[config.mk]
export PLATFORM = sky130hd
export DESIGN_NAME = lane_tid_sequencer_flat
export DESIGN_NICKNAME = d
export VERILOG_FILES = /design/src/rtl/dispatcher_pkg.sv /design/src/rtl/lane_tid_sequencer_if.sv /design/src/rtl/lsb_prio_enc64.sv /design/src/rtl/lane_tid_sequencer.sv /design/src/flat_wrapper.sv
export SDC_FILE = /design/constraint.sdc
export NUM_CORES = 1
export LEC_CHECK = 0
export ABC_AREA = 1
export BUFFER_PORTS_ARGS = -buffer_cell sky130_fd_sc_hd__buf_4
export CORE_MARGIN = 3
export CORE_UTILIZATION = 30
export CTS_CLUSTER_SIZE = 28
export DETAILED_ROUTE_END_ITERATION = 8
export GPL_TIMING_DRIVEN = 0
export PLACE_DENSITY = 0.45
export SYNTH_ARGS = -nofsm -noshare
export SYNTH_HDL_FRONTEND = slang
export SYNTH_HIERARCHICAL = 1
export SYNTH_SLANG_ARGS = --single-unit
[constraint.sdc]
create_clock -name clk -period 6 [get_ports clk]
set_clock_uncertainty 0.05 [all_clocks]
set_input_delay 1.5 -clock clk [delete_from_list [all_inputs] [get_ports clk]]
set_output_delay 1.5 -clock clk [all_outputs]
set_load 0.01 [all_outputs]
[src/rtl/dispatcher_pkg.sv]
// Shared dispatcher definitions: chunk/lane geometry, the unrolling-factor code and the
// lane/bit to thread-ID offset mapping. The mapper's verification model reuses the mapping.
package dispatcher_pkg;

  localparam int unsigned CHUNK_W     = 256;
  localparam int unsigned LANE_MASK_W = 64;
  localparam int unsigned NUM_LANES   = 4;

  typedef enum logic [1:0] {
    UNROLL_1 = 2'd0,
    UNROLL_2 = 2'd1,
    UNROLL_4 = 2'd2
  } unroll_e;

  // Code 3 is not a legal factor; it behaves like factor 1.
  function automatic unroll_e decode_unroll(logic [1:0] code);
    unroll_e res;
    case (code)
      2'd1:    res = UNROLL_2;
      2'd2:    res = UNROLL_4;
      default: res = UNROLL_1;
    endcase
    return res;
  endfunction

  // Offset of lane-mask bit b within its 256-thread chunk. Every field lands in its own bit
  // range, so the offset is a pure bit concatenation and adding it to a chunk base is an OR.
  function automatic logic [7:0] tid_offset(logic [1:0] lane, unroll_e unroll, logic [5:0] b);
    logic [7:0] off;
    case (unroll)
      UNROLL_2: off = {lane[1], b[5:4], lane[0], b[3:0]};
      UNROLL_4: off = {b[5:3], lane, b[2:0]};
      default:  off = {lane, b};
    endcase
    return off;
  endfunction

endpackage

[src/rtl/lane_tid_sequencer_if.sv]
// Load and emit handshake bundle of one lane thread-ID sequencer.
//   master: upstream mapper + downstream consumer side (drives loads, flush, out_ready)
//   slave : the sequencer (drives in_ready, out_valid, out_tid, out_last, empty_done)
interface lane_tid_sequencer_if #(
  parameter int unsigned TID_W = 10
);
  logic             in_valid;
  logic             in_ready;
  logic [63:0]      in_mask;
  logic [TID_W-1:0] in_base_tid;
  logic [1:0]       in_unroll;
  logic             flush;
  logic             out_valid;
  logic             out_ready;
  logic [TID_W-1:0] out_tid;
  logic             out_last;
  logic             empty_done;

  modport master (
    output in_valid, in_mask, in_base_tid, in_unroll, flush, out_ready,
    input  in_ready, out_valid, out_tid, out_last, empty_done
  );

  modport slave (
    input  in_valid, in_mask, in_base_tid, in_unroll, flush, out_ready,
    output in_ready, out_valid, out_tid, out_last, empty_done
  );
endinterface

[src/rtl/lsb_prio_enc64.sv]
// 64-bit lowest-set-bit priority encoder.
//   vec            : input vector
//   idx            : index of the lowest set bit (0 when vec is zero)
//   any            : vec has at least one bit set
//   one_hot_single : vec has exactly one bit set
module lsb_prio_enc64 (
  input  logic [63:0] vec,
  output logic [5:0]  idx,
  output logic        any,
  output logic        one_hot_single
);

  always_comb begin
    idx = '0;
    // Descending scan so the lowest set bit wins.
    for (int i = 63; i >= 0; i--) begin
      if (vec[i]) idx = 6'(i);
    end
  end

  assign any            = |vec;
  // Clearing the lowest set bit leaves nothing only when exactly one bit was set.
  assign one_hot_single = any && ((vec & (vec - 64'd1)) == '0);

endmodule

[src/rtl/lane_tid_sequencer.sv]
// Per-lane thread-ID sequencer. Accepts one 64-bit lane mask per load and emits the global
// thread ID of each set bit, lowest first, one per cycle, undoing the mapper's interleave.
//   clk, rst_n : clock, asynchronous active-low reset
//   bus        : load side (in_valid/in_ready/in_mask/in_base_tid/in_unroll), flush,
//                emit side (out_valid/out_ready/out_tid/out_last), empty_done pulse
module lane_tid_sequencer
  import dispatcher_pkg::*;
#(
  parameter int unsigned LANE_ID = 0,
  parameter int unsigned TID_W   = 10
) (
  input  logic                  clk,
  input  logic                  rst_n,
  lane_tid_sequencer_if.slave   bus
);

  localparam logic [1:0] LaneSlot = 2'(LANE_ID);

  typedef enum logic {StIdle, StActive} state_e;

  state_e           state_q;
  logic [63:0]      mask_q;
  logic [TID_W-1:0] base_q;
  unroll_e          unroll_q;
  logic             empty_done_q;

  logic [5:0] bit_idx;
  logic       mask_any;
  logic       mask_single;

  lsb_prio_enc64 u_enc (
    .vec            (mask_q),
    .idx            (bit_idx),
    .any            (mask_any),
    .one_hot_single (mask_single)
  );

  logic active;
  logic fire;
  logic last_fire;
  logic accept;

  // ACTIVE always holds a nonzero mask; the extra term only keeps a corrupted state harmless.
  assign active    = (state_q == StActive) && mask_any;
  assign fire      = active && bus.out_ready;
  assign last_fire = fire && mask_single;
  assign accept    = bus.in_valid && bus.in_ready;

  assign bus.in_ready   = !bus.flush && ((state_q == StIdle) || last_fire);
  assign bus.out_valid  = active;
  assign bus.out_last   = active && mask_single;
  assign bus.empty_done = empty_done_q;
  assign bus.out_tid    = active ? (base_q | TID_W'(tid_offset(LaneSlot, unroll_q, bit_idx)))
                                 : '0;

  always_ff @(posedge clk or negedge rst_n) begin
    if (!rst_n) begin
      state_q      <= StIdle;
      mask_q       <= '0;
      base_q       <= '0;
      unroll_q     <= UNROLL_1;
      empty_done_q <= 1'b0;
    end else begin
      empty_done_q <= 1'b0;
      if (bus.flush) begin
        state_q <= StIdle;
        mask_q  <= '0;
      end else if (accept) begin
        // Covers both an idle load and a load on the final fire of the previous mask.
        mask_q   <= bus.in_mask;
        base_q   <= bus.in_base_tid;
        unroll_q <= decode_unroll(bus.in_unroll);
        if (|bus.in_mask) begin
          state_q <= StActive;
        end else begin
          state_q      <= StIdle;
          empty_done_q <= 1'b1;
        end
      end else if (fire) begin
        mask_q <= mask_q & (mask_q - 64'd1);
        if (mask_single) state_q <= StIdle;
      end
    end
  end

endmodule
[src/flat_wrapper.sv]
// flat-port wrapper written by rule: the top's interface ports become plain ports
module lane_tid_sequencer_flat import dispatcher_pkg::*;
#(
  parameter int unsigned LANE_ID = 0,
  parameter int unsigned TID_W   = 10
)
  (clk, rst_n, bus_in_valid, bus_in_mask, bus_in_base_tid, bus_in_unroll, bus_flush, bus_out_ready, bus_in_ready, bus_out_valid, bus_out_tid, bus_out_last, bus_empty_done);
  lane_tid_sequencer_if #(.TID_W(TID_W)) bus_i ();
  input  logic clk;
  input  logic rst_n;
  input wire logic [$bits(bus_i.in_valid)-1:0] bus_in_valid;
  input wire logic [$bits(bus_i.in_mask)-1:0] bus_in_mask;
  input wire logic [$bits(bus_i.in_base_tid)-1:0] bus_in_base_tid;
  input wire logic [$bits(bus_i.in_unroll)-1:0] bus_in_unroll;
  input wire logic [$bits(bus_i.flush)-1:0] bus_flush;
  input wire logic [$bits(bus_i.out_ready)-1:0] bus_out_ready;
  output wire logic [$bits(bus_i.in_ready)-1:0] bus_in_ready;
  output wire logic [$bits(bus_i.out_valid)-1:0] bus_out_valid;
  output wire logic [$bits(bus_i.out_tid)-1:0] bus_out_tid;
  output wire logic [$bits(bus_i.out_last)-1:0] bus_out_last;
  output wire logic [$bits(bus_i.empty_done)-1:0] bus_empty_done;
  assign bus_i.in_valid = bus_in_valid;
  assign bus_i.in_mask = bus_in_mask;
  assign bus_i.in_base_tid = bus_in_base_tid;
  assign bus_i.in_unroll = bus_in_unroll;
  assign bus_i.flush = bus_flush;
  assign bus_i.out_ready = bus_out_ready;
  assign bus_in_ready = bus_i.in_ready;
  assign bus_out_valid = bus_i.out_valid;
  assign bus_out_tid = bus_i.out_tid;
  assign bus_out_last = bus_i.out_last;
  assign bus_empty_done = bus_i.empty_done;
  lane_tid_sequencer #(.LANE_ID(LANE_ID), .TID_W(TID_W)) u_core (.clk(clk), .rst_n(rst_n), .bus(bus_i));
endmodule
* Word-level counts from Yosys, hierarchy flattened
Cells that the tools add are included.
Cells by class: add/sub/neg operators 1, equality and inequality tests 4, mux-type cells 78, bitwise operators 4, reductions and logical operators 16
Operator list (count):
- 6-bit two-way mux | 64
- 64-bit two-way mux | 3
- 64-bit OR reduction | 2
- 64-bit bitwise AND | 1
- 64-bit zero test | 1
- 64-bit by 1-bit subtractor with 64-bit output, second input constant | 1
- 8-bit case mux with 2 select lines | 1
- 10-bit two-way mux | 1
- 10-bit by 8-bit OR with 10-bit output | 1
- 1-bit two-way mux | 8
- 1-bit logical AND | 7
- 3-bit nonzero test | 2
- 2-bit by 1-bit == test with 1-bit output, second input constant | 2
- 2-bit == test, second input constant | 2
- 2-bit case mux with 2 select lines | 1
- 2-bit AND reduction | 2
- 1-bit NOT | 2
- 1-bit zero test | 1
- 1-bit logical OR | 1
Word-level totals: register bits after elaboration 78, input port bits 81

* Depth between registers and ports, before layout
depth after elaboration 67, depth in mapped cells 65, mapped depth without buffers 65

* Hierarchy
The synthesis kept the hierarchy.
Modules (own cells, without submodules):
- lane_tid_sequencer | instances 1, cells an instance 978, area an instance 5604.1 µm²
- lsb_prio_enc64 | instances 1, cells an instance 385, area an instance 1719.1 µm²

* Worst setup path after synthesis
OpenSTA, ideal clock, no wires.
path type reg2out, start register u_core.mask_q[4], end output port bus_in_ready, data arrival time 3.552 ns, data required time 4.450 ns, path slack 0.898 ns, stages on the path, launching flop included 30, cell sequence dfrtp_1 > nor2_2 > nand3_1 > nor2_1 > nand3_1 > nor2_1 > inv_2 > nor2_2 > inv_2 > nor2_2 > inv_2 > nor2_2 > inv_2 > nor2_2 > nand2_2 > inv_2 > nand2_2 > nor2_2 > nand2_1 > nor2_1 > nor2_1 > a2111o_1 > a2111o_1 > nor4_1 > nand4_1 > nor2_1 > nand4_1 > nand2_1 > nand2_1 > inv_1
Between the ends: longest elaborated chain between the ends 7, elaborated cells between the ends (all ways) 10, classes of those cells add/sub: 1; bitwise: 1; reduce/logical: 8
Ends and longest elaborated chain:
- start, declared | line lane_tid_sequencer.sv:22 | logic [63:0] mask_q;
- start signal, assigned | line lane_tid_sequencer.sv:70 | mask_q <= bus.in_mask;
- start signal, assigned | line lane_tid_sequencer.sv:80 | mask_q <= mask_q & (mask_q - 64'd1);
- 64-bit by 1-bit subtractor with 64-bit output | line lsb_prio_enc64.sv:23 | assign one_hot_single = any && ((vec & (vec - 64'd1)) == '0);
- 64-bit bitwise AND | line lsb_prio_enc64.sv:23
- 64-bit zero test | line lsb_prio_enc64.sv:23
- 1-bit logical AND (*) | line lsb_prio_enc64.sv:23
- net u_core.mask_single | line lane_tid_sequencer.sv:29 | logic mask_single;
- 1-bit logical AND (*) | line lane_tid_sequencer.sv:46 | assign last_fire = fire && mask_single;
- 1-bit logical OR (*) | line lane_tid_sequencer.sv:49 | assign bus.in_ready = !bus.flush && ((state_q == StIdle) || last_fire);
- 1-bit logical AND (*) | line lane_tid_sequencer.sv:49
- end, declared | line flat_wrapper.sv:17 | output wire logic [$bits(bus_i.in_ready)-1:0] bus_in_ready;
The timed path passes the listed nets; every way through them passes the cells marked *.

* Final worst setup path
start register u_core.mask_q[2], end output port bus_in_ready
The elaborated chain is that of the path after synthesis.

==> impl_metrics.yaml <==
status:
  status: "finished, violations left"
  violations: "setup timing"
sta:
  report.final.slew_viol_count: 0
  setup_slack_ns: -0.164
  period_share: 1.03
  rsz0062_at_grt: "yes"
  whs_ns: 0.435
  setup-tns-final_ns: -0.288
  post-route-min-period_ns: 6.16
  worst_slew_pin_slew_ns: 1.11
  final-setup-viol-count: 3
  relSlewSlack: 0.261
  finalHoldViolations: 0
  max_freq_mhz: 162
logic_synthesis:
  synthMuxAreaShare: 0
  async_reset_ff_frac: 1.00
  yosysSeqAreaShare: 0.267
  yosysMostFrequentCell: "nand2_1"
  synth_common_cells: "548 x nand2_1, 326 x nor2_1, 147 x inv_1, 78 x dfrtp_1, 55 x o21ai_0"
  synth_top_family_by_area: "simple AND/OR/NAND/NOR gates"
  ys_types: 40
  netlist_area_um2: 7320
  synthFlopType: "dfrtp_1"
  syn_inst: 1363
  synth-xor-area-share: 0
  synth_top_cell_by_area: "nand2_1"
  synth_top_area_frac: 0.281
  yosys_warnings: 6
  synth_area_leaders: "nand2_1 28%, dfrtp_1 27%, nor2_1 17%"
  synth_area_per_cell_um2: 5.37
  synth_edf_count: 0
  synth_compound_area_frac: 0.0952
  ys_seq_elements: 78
  yosys.area_share.simple: 0.521
  syn-num-nets: 1446
  synth_fa_ha_area_frac: 0.00342
finish:
  syn_to_final_growth_pct: 24.6
  nNetsFinal: 1587
  drive_gt1_frac: 0.156
  diodes: 0
  fillerInstances: 2770
critical_path:
  cp-start-kind: "flop"
  crit_path_frequent_cell: "buf_4"
  worstPathArrival_ns: 4.61
  r2r_start: "u_core/mask_q[2]$_DFFE_PN0P_"
  regToRegSetupSlack_ns: 0.71
  cp_slowest_stage_delay_ns: 0.48
  reg2reg_depth: 34
  cp_max_fo: 3
  crit_path_top_delay_cell: "nor4_2"
  crit_type: "reg -> out"
  critPathRequiredTime_ns: 4.45
  reg2reg_to: "u_core/mask_q[61]$_DFFE_PN0P_"
  endpoint_kind: "output port"
clocking:
  clkSinkCount: 78
  clock-root-buffer: "clkbuf_16"
  cts_buffers: 9
  htreeDepth: 3
  clkSlewWorstSetupHoldPaths_ns: 0.08
  tritoncts: "built"
  ctsHoldBuffers: 0
  clk_path_buf_depth: 2
  insertion_delay_ns: 0.36
route:
  wl_per_cell_um: 16.8
  antenna_left: 0
  first_pass_iters: 5
  num_vias: 8756
  drt_drc_violations_left: 0
  first_iter_violations: 602
  wirelength_um: 30700
  viasPerCell: 4.79
power_and_ir_drop:
  p_int_uw: 1310
  pwr-share-clk: 0.226
  p_switching_uw: 1220
  pwr_density_cell_nw_per_um2: 277
  p_seq_frac: 0.266
  max-vdd-ir-drop_uv: 152
  p_leak_uw: 0.00519
  switching_share: 0.482
  p_comb_frac: 0.508
job:
  max_cap_viol_count: 0
global_routing:
  grt_start_max_net_pins: 79
  grt_pass1_wl_um: 48400
  antenna_found_initial: 0
  track_usage: 0.237
  overflow: 0
  grt_pass1_vias: 8695
min_path:
  hold_start: "u_core/base_q[5]$_DFFE_PN0P_"
  holdPathEnd: "u_core/base_q[5]$_DFFE_PN0P_"
  worstHoldPathCells: 2
  hold_class: "reg -> reg"
die:
  start_util: 0.308
  core-area_um2: 23800
  fp.dieH_um: 162
  rows: 56
  num_io_pins: 95
  die_x_um: 162
  fp.dieArea_um2: 26300
placement:
  place.gp.congestion: 0.903
  portBuffers: 94
  place_ws_ns: -0.273
  hpwl_um: 24300
-- cell families (layout without fill, tap and decap cells) --
family                   Yosys count  in the layout
buffers and inverters            195            341
adder cells (fa/ha/maj)            2              2
AND/OR/NAND/NOR                  967            967
flip-flops                        78             78
AO/OA/AOI/OAI                    121            121
-- worst max path at each step --
stage	startpoint	slack [ns]	end
final	u_core/mask_q[2]$_DFFE_PN0P_	-0.16	bus_in_ready
after global routing	u_core/mask_q[62]$_DFFE_PN0P_	-0.79	bus_out_tid[0]
after CTS	u_core/mask_q[2]$_DFFE_PN0P_	-0.07	bus_in_ready
after detailed placement	u_core/mask_q[1]$_DFFE_PN0P_	-0.27	bus_in_ready
after global placement	u_core/mask_q[4]$_DFFE_PN0P_	-0.30	bus_in_ready
after floorplan	u_core/mask_q[4]$_DFFE_PN0P_	0.90	bus_in_ready
-- placed cells by master, fill, tap and decap left out, types with 5 or more instances in the layout --
cell type / synthesis / routed
nand2_1: 548 / 545
nor2_1: 326 / 319
inv_1: 147 / 146
buf_4: 3 / 132
dfrtp_1: 78 / 70
o21ai_0: 55 / 55
nand3_1: 42 / 40
a21oi_1: 28 / 28
buf_2: 18 / 18
inv_2: 16 / 15
nand4_1: 13 / 13
nor2_4: 2 / 11
clkbuf_16: 0 / 9
o21ai_1: 8 / 8
dfrtp_2: 0 / 8
nor3_1: 9 / 7
nor2_2: 9 / 7
buf_6: 5 / 6
nand2_2: 5 / 6
nor4_1: 8 / 6
o31ai_1: 5 / 5
a31oi_1: 5 / 5
-- critical path: cells and delay by family, from the launching register on --
family | cells | cell delay (ns)
buffers and inverters | 15 | 1.38
AO/OA/AOI/OAI | 1 | 0.35
AND/OR/NAND/NOR | 13 | 2.07
flip-flops | 1 | 0.43
-- state kept, by name (all words and copies together), names as in the netlist --
| signal | cells |
|---|---|
| u_core/unroll_q | 2 |
| u_core/base_q | 10 |
| u_core/bus.empty_done | 1 |
| u_core/state_q | 1 |
| u_core/mask_q | 64 |
-- routing by layer --
metal  vias up  GRT usage  routed length [µm]
met5         -          0                   0
met4         0     0.0713                 800
met3        38     0.0370                1750
met2       246      0.376               13400
met1      3987      0.333               14700
li1       4485          -                   -
-- per-stage QoR --
step | instances | cell area (µm²) | utilization | power [µW]
floorplan | 1363 | 7320 | - | 1410
global placement | 1776 | 8430 | 0.355 | 1830
detailed placement | 1776 | 8430 | 0.355 | 1830
CTS | 1826 | 9100 | 0.383 | 2510
global route | 1828 | 9130 | 0.384 | 2720
finish | 1828 | 9130 | 0.384 | 2530
-- area by class of cell --
type                       count  area [µm²]  share of cell area
buffer                        29         180              0.0197
inverter                     166         656              0.0718
multi-input combinational   1090        4660               0.511
sequential                    78        1960               0.215
tap                          319         399              0.0437
clock inverter                 7        63.8             0.00699
timing repair buffer         130         980               0.107
clock buffer                   9         225              0.0247
-- power by group through the flow --
stage                     clock, µW  combinational, µW  sequential [µW]
after floorplan                   0                760              649
after global placement            0               1150              684
after detailed placement          0               1150              682
after CTS                       588               1250              672
after global routing            607               1430              686
final                           571               1280              672
-- repair_timing --
action | 4_1_cts | 5_1_grt
endpoints found under the setup margin | 2 | 3
buffers inserted | 34 | 2
pin swaps | 17 | 13
gates resized for setup | 36 | 5
Power figures use the tool's default switching activity.
